$ cat src/rtl/mem_stage_if.sv
// Purpose: bundles the EX->MEM inputs, stall vector, SRAM read word and the MEM->WB / MEM->ID outputs of mem_stage.
// Latency: none; plain signal bundle.
// Backpressure: none here; the stall vector carries all flow control.
// Ports: stall[5:0], ex_to_mem_bus[75:0], ex_load_bus[4:0], data_sram_rdata[31:0] in;
//        mem_to_wb_bus[69:0], mem_to_rf_bus[37:0], mem_adel (only with MEM_MISALIGN_CHK_EN) out.
// master = upstream/driver side, slave = mem_stage.
interface mem_stage_if;
  logic [5:0]  stall;
  logic [75:0] ex_to_mem_bus;
  logic [4:0]  ex_load_bus;
  logic [31:0] data_sram_rdata;
  logic [69:0] mem_to_wb_bus;
  logic [37:0] mem_to_rf_bus;
`ifdef MEM_MISALIGN_CHK_EN
  logic        mem_adel;

  modport master (
    output stall, ex_to_mem_bus, ex_load_bus, data_sram_rdata,
    input  mem_to_wb_bus, mem_to_rf_bus, mem_adel
  );
  modport slave (
    input  stall, ex_to_mem_bus, ex_load_bus, data_sram_rdata,
    output mem_to_wb_bus, mem_to_rf_bus, mem_adel
  );
`else
  modport master (
    output stall, ex_to_mem_bus, ex_load_bus, data_sram_rdata,
    input  mem_to_wb_bus, mem_to_rf_bus
  );
  modport slave (
    input  stall, ex_to_mem_bus, ex_load_bus, data_sram_rdata,
    output mem_to_wb_bus, mem_to_rf_bus
  );
`endif
endinterface

$ cat src/rtl/mem_stage.sv
// Purpose: MEM pipeline stage; registers EX->MEM bus, merges SRAM read data, extracts/extends loads, drives WB and ID forwarding buses.
// Latency: one register stage; outputs combinational from the register, SRAM word and hold buffer.
// Backpressure: stall[3] (EX) / stall[4] (MEM); a one-entry hold buffer keeps the SRAM word stable while MEM is stalled.
// Ports: clk, rst (synchronous, active-high), mif (mem_stage_if.slave).
// Optional: define MEM_MISALIGN_CHK_EN to add mem_adel and suppress rf_we on misaligned lh/lhu/lw.
module mem_stage (
  input  logic        clk,
  input  logic        rst,
  mem_stage_if.slave  mif
);

  localparam logic STOP    = 1'b1;
  localparam logic NO_STOP = 1'b0;

  logic [75:0] ex_to_mem_r;
  logic [4:0]  load_r;
  logic        hold_v;
  logic [31:0] hold_r;

  // EX stalled while MEM runs: MEM must receive a bubble, not a duplicate.
  logic bubble;
  logic capture;
  assign bubble  = (mif.stall[3] == STOP) && (mif.stall[4] == NO_STOP);
  assign capture = (mif.stall[3] == NO_STOP);

  always_ff @(posedge clk) begin
    if (rst || bubble) begin
      ex_to_mem_r <= '0;
      load_r      <= '0;
    end else if (capture) begin
      ex_to_mem_r <= mif.ex_to_mem_bus;
      load_r      <= mif.ex_load_bus;
    end
  end

  // The SRAM only presents read data for one cycle; latch it on the first
  // stalled cycle so the output stays put however long the stall lasts.
  // Any register update (reset, bubble, capture) discards the held word.
  always_ff @(posedge clk) begin
    if (rst) begin
      hold_v <= 1'b0;
      hold_r <= '0;
    end else if (bubble || capture) begin
      hold_v <= 1'b0;
    end else if ((mif.stall[4] == STOP) && !hold_v) begin
      hold_v <= 1'b1;
      hold_r <= mif.data_sram_rdata;
    end
  end

  // Field decode of the registered EX->MEM bus.
  logic [31:0] mem_pc;
  logic        sel_rf_res;
  logic        rf_we;
  logic [4:0]  rf_waddr;
  logic [31:0] ex_result;
  logic [1:0]  a;
  assign mem_pc     = ex_to_mem_r[75:44];
  assign sel_rf_res = ex_to_mem_r[38];
  assign rf_we      = ex_to_mem_r[37];
  assign rf_waddr   = ex_to_mem_r[36:32];
  assign ex_result  = ex_to_mem_r[31:0];
  assign a          = ex_result[1:0];

  logic ld_lb, ld_lbu, ld_lh, ld_lhu, ld_lw;
  assign {ld_lb, ld_lbu, ld_lh, ld_lhu, ld_lw} = load_r;

  logic [31:0] load_word;
  logic [7:0]  byte_sel;
  logic [15:0] half_sel;
  logic [31:0] load_data;

  assign load_word = hold_v ? hold_r : mif.data_sram_rdata;
  assign byte_sel  = load_word[{a, 3'b000} +: 8];
  assign half_sel  = a[1] ? load_word[31:16] : load_word[15:0];

  // lw and "no load" both pass the full word through.
  always_comb begin
    load_data = load_word;
    if (ld_lb) begin
      load_data = {{24{byte_sel[7]}}, byte_sel};
    end else if (ld_lbu) begin
      load_data = {24'h0, byte_sel};
    end else if (ld_lh) begin
      load_data = {{16{half_sel[15]}}, half_sel};
    end else if (ld_lhu) begin
      load_data = {16'h0, half_sel};
    end
  end

  logic [31:0] rf_wdata;
  logic        rf_we_out;
  assign rf_wdata = sel_rf_res ? load_data : ex_result;

`ifdef MEM_MISALIGN_CHK_EN
  logic adel;
  assign adel         = ((ld_lh | ld_lhu) & a[0]) | (ld_lw & (a != 2'b00));
  assign mif.mem_adel = adel;
  // A faulting load must not update the register file.
  assign rf_we_out    = rf_we & ~adel;
`else
  assign rf_we_out    = rf_we;
`endif

  assign mif.mem_to_wb_bus = {mem_pc, rf_we_out, rf_waddr, rf_wdata};
  assign mif.mem_to_rf_bus = {rf_we_out, rf_waddr, rf_wdata};

  // data_ram_en/wen and the stall bits of other stages are carried but not
  // consumed here; ld_lw only matters for the misalignment check.
  logic unused_bits;
  assign unused_bits = ^{ex_to_mem_r[43:39], mif.stall[5], mif.stall[2:0], ld_lw};

endmodule

$ cat src/flat_wrapper.sv
// flat-port wrapper written by rule: the top's interface ports become plain ports
module mem_stage_flat 
  (clk, rst, mif_stall, mif_ex_to_mem_bus, mif_ex_load_bus, mif_data_sram_rdata, mif_mem_to_wb_bus, mif_mem_to_rf_bus);
  mem_stage_if mif_i ();
  input  logic clk;
  input  logic rst;
  input wire logic [$bits(mif_i.stall)-1:0] mif_stall;
  input wire logic [$bits(mif_i.ex_to_mem_bus)-1:0] mif_ex_to_mem_bus;
  input wire logic [$bits(mif_i.ex_load_bus)-1:0] mif_ex_load_bus;
  input wire logic [$bits(mif_i.data_sram_rdata)-1:0] mif_data_sram_rdata;
  output wire logic [$bits(mif_i.mem_to_wb_bus)-1:0] mif_mem_to_wb_bus;
  output wire logic [$bits(mif_i.mem_to_rf_bus)-1:0] mif_mem_to_rf_bus;
  assign mif_i.stall = mif_stall;
  assign mif_i.ex_to_mem_bus = mif_ex_to_mem_bus;
  assign mif_i.ex_load_bus = mif_ex_load_bus;
  assign mif_i.data_sram_rdata = mif_data_sram_rdata;
  assign mif_mem_to_wb_bus = mif_i.mem_to_wb_bus;
  assign mif_mem_to_rf_bus = mif_i.mem_to_rf_bus;
  mem_stage u_core (.clk(clk), .rst(rst), .mif(mif_i));
endmodule
$ cat config.mk
export PLATFORM = sky130hd
export DESIGN_NAME = mem_stage_flat
export DESIGN_NICKNAME = d
export VERILOG_FILES = /design/src/rtl/mem_stage_if.sv /design/src/rtl/mem_stage.sv /design/src/flat_wrapper.sv
export SDC_FILE = /design/constraint.sdc
export NUM_CORES = 1
export LEC_CHECK = 0
export BUFFER_PORTS_ARGS = -buffer_cell sky130_fd_sc_hd__buf_2
export CAP_MARGIN = 20
export CORE_MARGIN = 4
export CORE_UTILIZATION = 49
export CTS_CLUSTER_SIZE = 24
export DETAILED_ROUTE_END_ITERATION = 7
export PLACE_DENSITY = 0.87
export RECOVER_POWER = 100
export SYNTH_ARGS = -nofsm -noshare
export SYNTH_HDL_FRONTEND = slang
export SYNTH_SLANG_ARGS = --single-unit
export TNS_END_PERCENT = 100
$ cat constraint.sdc
create_clock -name clk -period 3.3 [get_ports clk]
set_input_delay 0.825 -clock clk [delete_from_list [all_inputs] [get_ports clk]]
set_output_delay 0.825 -clock clk [all_outputs]
set_load 0.01 [all_outputs]
# --- Yosys cells after proc, flatten, opt, wreduce, memory -nomap -nowiden ---
# Index checks and enable logic that the tools add are counted.
op_classes:
  n_lt_le_gt_ge: 0
  div: 0
  bitwise: 3
  n_eq_ne: 0
  muxes: 7
  addsub: 0
  reduce_logical: 7
  multipliers: 0
  shifts: 1
ops:
  columns: ["op", "n"]
  rows:
  - ["2-to-1 mux 32 bit", 6]
  - ["indexed part select 32 x 6 -> 8 bit", 1]
  - ["2-to-1 mux 16 bit", 1]
  - ["NOT 1 bit", 3]
  - ["logical AND 1 bit", 2]
  - ["logical OR 1 bit", 2]
  - ["AND reduction 2 bit", 1]
  - ["OR reduction 2 bit", 1]
  - ["zero test 1 bit", 1]
word_totals:
  reg_bits: 114
  latchBits: 0
  mem_bits_ro: 0
  memories: 0
  ramBits: 0
  out_inout_bits: 108

# --- Depth between registers and ports, before layout ---
# Gate-level depths: netlist of the first run.
depth:
  depth_word: 7
  depth_mapped: 8

# --- Least setup slack after synthesis of the first run ---
# Ideal clock, no wire load.
synth_timing:
  path_kind: "input to output"
  startpoint: "in mif_data_sram_rdata[23]"
  endpoint: "out mif_mem_to_wb_bus[10]"
  slack_ps: 119
  t_arrival_ps: 2356
  cell_stages: 6
  n_path_buf: 2
  cell_sequence: "mux2_1 > mux4_2 > and3_4 > buf_6 > a221o_1 > buf_4"
synth_via:
  elab_chain_len: 4
synth_lines:
  columns: ["element", "line", "rtl"]
  rows:
  - ["start, declared", "flat_wrapper.sv:10", "input wire logic [$bits(mif_i.data_sram_rdata)-1:0] mif_data_sram_rdata;"]
  - ["2-to-1 mux 32 bit", "mem_stage.sv:73", "assign load_word = hold_v ? hold_r : mif.data_sram_rdata;"]
  - ["indexed part select 32 x 6 -> 8 bit", "mem_stage.sv:74", "assign byte_sel = load_word[{a, 3'b000} +: 8];"]
  - ["2-to-1 mux 32 bit", "mem_stage.sv:80", "if (ld_lb) begin"]
  - ["2-to-1 mux 32 bit", "mem_stage.sv:93", "assign rf_wdata = sel_rf_res ? load_data : ex_result;"]
  - ["end, declared", "flat_wrapper.sv:11", "output wire logic [$bits(mif_i.mem_to_wb_bus)-1:0] mif_mem_to_wb_bus;"]
# Every way passes these cells.

# --- Worst setup path after layout of the first run ---
# Ends and elaborated chain as after synthesis.

==> results of run 1 <==
==> cells in the final DEF (no fill, tap or decap), drive strengths merged, types with 5 or more instances in the layout <==
cell type  count
o21ai         14
clkbuf       112
mux2          32
buf          133
mux4          14
o311a          6
nor2         110
inv            6
mux2i         81
o2bb2ai        5
a221o          8
a21oi         51
nand2         95
dfxtp        108
==> cell usage after synthesis (2+ instances only) <==
cell | count | share of area (%)
a21oi_1 | 51 | 4.4
a221o_1 | 8 | 1.4
buf_1 | 4 | 0.26
buf_2 | 10 | 0.85
buf_4 | 76 | 9.7
buf_6 | 4 | 0.77
clkbuf_1 | 26 | 1.7
clkbuf_8 | 2 | 0.47
dfxtp_1 | 108 | 37
inv_1 | 4 | 0.26
mux2_1 | 2 | 0.38
mux2_2 | 30 | 5.8
mux2i_1 | 81 | 14
mux4_2 | 14 | 5.4
nand2_1 | 95 | 6.1
nor2_1 | 110 | 7.0
o21a_1 | 2 | 0.26
o21ai_0 | 13 | 1.1
o22ai_1 | 2 | 0.21
o2bb2ai_1 | 5 | 0.75
o311a_1 | 6 | 1.0
==> through the flow <==
stage | setup slack [ps] | utilization (%) | cells | hold slack (ps)
after global routing | 15.4 | 57.7 | 936 | 478
after CTS | 46.5 | 58.6 | 936 | 456
after detailed placement | 52.6 | 55.8 | 920 | 447
final | 83.9 | 57.7 | 936 | 451
after floorplan | 119 | - | 665 | 433
after global placement | 55.7 | 55.8 | 920 | 438
==> worst max-delay path: stages <==
cell and delay [ps]:
buf_2 120, mux2_2 270, mux4_2 480, and3_4 240
a221o_1 310, clkbuf_1 140
==> logic make-up (layout without fill, tap and decap cells) <==
| kind of cell | count (synthesis) | after routing | share of synthesized area, % |
|---|---|---|---|
| mux | 127 | 127 | 25.3 |
| buf+inv | 127 | 255 | 14.1 |
| compound gates | 91 | 91 | 9.60 |
| flops | 108 | 108 | 36.9 |
| simple gates | 212 | 212 | 14.1 |
==> worst max path at each step <==
stage	cells after the start	start	slack, ps	endpoint
6_report	6	mif_data_sram_rdata[23]	80	mif_mem_to_wb_bus[10]
5_1_grt	6	u_core.hold_v	20	mif_mem_to_wb_bus[2]
4_1_cts	6	u_core.hold_v	50	mif_mem_to_wb_bus[2]
3_5_place_dp	6	mif_data_sram_rdata[23]	50	mif_mem_to_rf_bus[11]
3_3_place_gp	6	mif_data_sram_rdata[23]	60	mif_mem_to_rf_bus[11]
2_1_floorplan	6	mif_data_sram_rdata[23]	120	mif_mem_to_wb_bus[10]
==> flip-flops by register name (all words and copies together) (netlist names) <==
signal              flops
u_core.hold_v           1
u_core.ex_to_mem_r     71
u_core.hold_r          32
u_core.load_r           4
==> cell type report <==
type / count / area, sq um / share of cell area, %
Inverter: 4 / 15.0 / 0.225
Clock buffer: 10 / 229 / 3.43
Clock inverter: 6 / 95.1 / 1.43
Tap cell: 143 / 179 / 2.68
Timing Repair Buffer: 235 / 1100 / 16.5
Sequential cell: 108 / 2170 / 32.5
Multi-Input combinational cell: 430 / 2880 / 43.2
==> metal layers <==
metal | wire, um | vias to the layer above | share of wire (%)
li1 | - | 2431 | -
met1 | 6570 | 2334 | 41
met2 | 7890 | 218 | 49
met3 | 1300 | 18 | 8.2
met4 | 179 | 2 | 1.1
met5 | 13 | - | 0.081
==> power breakdown <==
group          switching [mW]  total (mW)  leakage (nW)  internal (mW)
Clock                   0.510        1.18         0.158          0.674
Sequential             0.0478        1.41         0.886           1.37
Combinational           0.329       0.578          1.89          0.249
Total                   0.887        3.18          2.93           2.29
==> what timing repair did <==
item                       in CTS  in global routing
cloned                          0                  0
resized for setup               1                  4
pin swaps                       0                  0
setup endpoints to repair      16                 54
setup buffers                   0                  0
==> reports/qor.yml, run 1 <==
areaGrowthSynthToFinish_pct: 13.7
num_rows: 39
initial_core_util_pct: 50.7
arrival_ps: 2390
relSlewSlack_pct: -10.7
min_from: "u_core.hold_r[5]"
r2r-start: "u_core.hold_v"
fin_tns_setup_ps: 0
cts_buffers: 9
wl_per_cell_um: 17.1
hold_violations: 0
p_leak_nw: 2.93
maxSlewViolCount: 35
start_kind: "input port"
dieArea_sq_mm: 0.0138
netlist_instances: 665
busiest_layer: "met2"
cts.sinks: 108
cts_root_buf: "clkbuf_16"
min_period_ps: 3220
use_met1_pct: 27.9
gp_congestion: 0.878
critPathMaxFanout: 8
rrSetupSlack_ps: 1480
p_per_area_mw_per_mm2: 476
grt_pass1_vias: 4781
drt_iter0_markers: 384
cts_tree: "yes"
setup_violations: 0
grt_remaining_overflow: 0
finalCritPeriodShare_pct: 97.5
drcViolationCount: 0
clkLatencyLatePin_ps: 350
finalPower_mw: 3.18
synth_edf_count: 0
via_count: 5003
min_path_cells: 2
min_to: "u_core.hold_r[5]"
synth-warning-count: 0
drive_gt1_share_pct: 26.7
peakVddDrop_mv: 0.393
htreeDepth: 3
path_class: "in2out"
worst_slew_pin_slew_ps: 1660
place_area_sq_mm: 0.00646
fmax_ghz: 0.311
met2_usage_pct: 39.0
die_h_um: 117
async_flop_share_pct: 0
violations: "capacitance limit, slew limit"
dp_hpwl_um: 12000
antenna_found_initial: 1
reg2reg_to: "u_core.hold_r[30]"
path_clk_slew_ps: 70
grt_first_pass_wirelength_um: 25100
required_ps: 2470
reg2reg_depth: 4
synth_ff_type: "dfxtp_1"
ys_seq_area_share_pct: 36.9
syn_nets: 786
die_w_um: 117
ant_nets: 0
hold_class: "reg2reg"
skew_ps: 5.92
synth-seq-cells: 108
cts_buffer_depth: 2
design_area_sq_mm: 0.00667
yosysUniqueCellTypes: 33
final_nets: 909
drt-pass1-iter-count: 5
use_met3_pct: 6.69
cp-end-kind: "primary output"
port_buffers: 218
holdBufCountCts: 0
track_usage_pct: 22.5
status: "complete, but fails checks"
grt_start_max_net_pins: 40
viasPerCell: 5.35
avgSynthCellArea_sq_um: 8.82
maxCapViolCount: 1
routed_wl_um: 16000
syn_area_sq_mm: 0.00587
insertedDiodeCount: 0
nFillCells: 1088
core_area_sq_mm: 0.0116
rsz0062_at_grt: "false"
ios: 229
Note: power is estimated with default switching activity, not from simulation.
==> run 2, diff against run 1 <==
==> constraint.sdc (replaced) <==
create_clock -name clk -period 3.4 [get_ports clk]
set_input_delay 0.85 -clock clk [delete_from_list [all_inputs] [get_ports clk]]
set_output_delay 0.85 -clock clk [all_outputs]
set_load 0.01 [all_outputs]
==> run 2 against run 1 <==
Against the previous run: the flow now finishes without violations; critical path type unchanged; combinational power down 2%; register-to-register slack better by 90 ps; via count about the same; hold slack better by 3.5 ps; setup slack worse by 3.3 ps; largest cell class unchanged; final cell count down 0.21%.
==> reports/qor.yml, run 2 (same netlist as run 1, synthesis figures left out) <==
maxSlewViolCount: 0
critical_path.cell_chain: "buf_2, mux2_1, mux4_2, and3_4, a221o_1, buf_2"
ant_nets: 0
nFillCells: 1083
path_clk_slew_ps: 70
initial_core_util_pct: 50.7
cpPeakStageDelay_ps: 490
wl_per_cell_um: 17.2
finalPower_mw: 2.96
clkLatencyLatePin_ps: 340
htreeDepth: 3
crit_slowest_cell: "mux4_2"
largestRegisters: "u_core.ex_to_mem_r x71, u_core.hold_r x32, u_core.load_r x4"
peakVddDrop_mv: 0.270
num_rows: 39
relSlewSlack_pct: 8.99
grt_pass1_vias: 4915
critical-path-top-delay-family: "multiplexers"
cp-end-kind: "primary output"
gp_congestion: 0.855
routed_wl_um: 16000
grt_remaining_overflow: 0
min_period_ps: 3320
cts_tree: "yes"
finalCritPeriodShare_pct: 97.6
critPathMaxFanout: 8
multi_input_area_sq_mm: 0.00288
largest_reg_flops: 71
final_nets: 907
final_common_cell: "buf_2"
rsz0062_at_grt: "false"
cp.buffers_inverters: 2
required_ps: 2550
skew_ps: 5.07
status: "finished, final reports clean"
largest_register: "u_core.ex_to_mem_r"
cts_buffers: 9
die_w_um: 117
insertedDiodeCount: 0
core_area_sq_mm: 0.0116
cts_setup_buffers: 0
arrival_ps: 2470
setup_violations: 0
start_kind: "input port"
p_leak_nw: 2.94
dp_hpwl_um: 12100
seq_area_sq_mm: 0.00216
p_per_area_mw_per_mm2: 444
fmax_ghz: 0.301
via_count: 5006
die_h_um: 117
antenna_found_initial: 1
path_class: "in2out"
hold_class: "reg2reg"
maxCapViolCount: 0
rrSetupSlack_ps: 1570
drt_iter0_markers: 380
ios: 229
port_buffers: 218
dieArea_sq_mm: 0.0138
cts_root_buf: "clkbuf_16"
crit_top_cell: "buf_2"
final_cell_mix: "buf_2 (121), nor2_1 (109), dfxtp_1 (106)"
areaGrowthSynthToFinish_pct: 13.5
grt_first_pass_wirelength_um: 25300
cts.sinks: 108
drcViolationCount: 0
worst_slew_pin_slew_ps: 1370
drive_gt1_share_pct: 27.1
track_usage_pct: 22.6
cts_buffer_depth: 2
viasPerCell: 5.36
drt-pass1-iter-count: 6
hold_violations: 0
grt_start_max_net_pins: 60
fin_tns_setup_ps: 0
## run 2: cell count changes in the layout (fill, tap and decap cells not counted), sizes merged
cell and change:
clkbuf -1, clkinvlp +1, bufinv -2, clkinv +1, inv -1
## run 2: final cells by class
cell class	count	share of cell area, %
repair buffers	233	17.0
inverters	4	0.225
clock inverters	5	0.526
clock buffers	11	3.79
flip-flops and latches	108	32.5
well taps	143	2.69
multi-input cells	430	43.2
## run 2: path summary, 6_finish.rpt
kind / start / to / depth (start not counted)
worst max-delay path: mif_data_sram_rdata[23] / mif_mem_to_rf_bus[11] / 6
worst min-delay path: u_core.hold_r[5] / u_core.hold_r[5] / 2
worst max register to register: u_core.hold_v / u_core.hold_r[16] / 4
worst min register to register: u_core.hold_r[5] / u_core.hold_r[5] / 2
## run 2: metal layers
metal | vias to the layer above | wire length (um) | part of all wire, % | track usage, %
li1 | 2421 | - | - | -
met1 | 2338 | 6470 | 40 | 27.0
met2 | 223 | 7940 | 49 | 39.3
met3 | 22 | 1340 | 8.3 | 6.69
met4 | 2 | 296 | 1.8 | 6.89
met5 | - | 7 | 0.044 | 0
## run 2: per-stage QoR
stage	instance area [sq um]	setup slack (ps)	util (%)	hold WS, ps	std cells
finish	6660	80.7	57.6	455	934
global route	6660	16.3	57.6	472	934
CTS	6770	78.7	58.5	456	934
detailed placement	6480	80.4	56.0	447	918
global placement	6480	104	56.0	438	918
floorplan	5870	169	-	433	665
## run 2: power breakdown
group          switching [mW]  internal (mW)
Combinational           0.323          0.246
Clock                   0.478          0.539
Sequential             0.0451           1.33
## run 2: worst register-to-register path, cell delays in order, from the launching register on
cell      delay (ps)
dfxtp_2          560
clkbuf_2         310
or2_2            570
nand2_1          150
a21oi_1          170
## run 2: what timing repair did
item                                    CTS  global route
hold buffers                              0             0
resized for setup                         1             1
pin swaps                                 0             0
hold endpoints to repair                  0             0
endpoints found under the setup margin   14             2
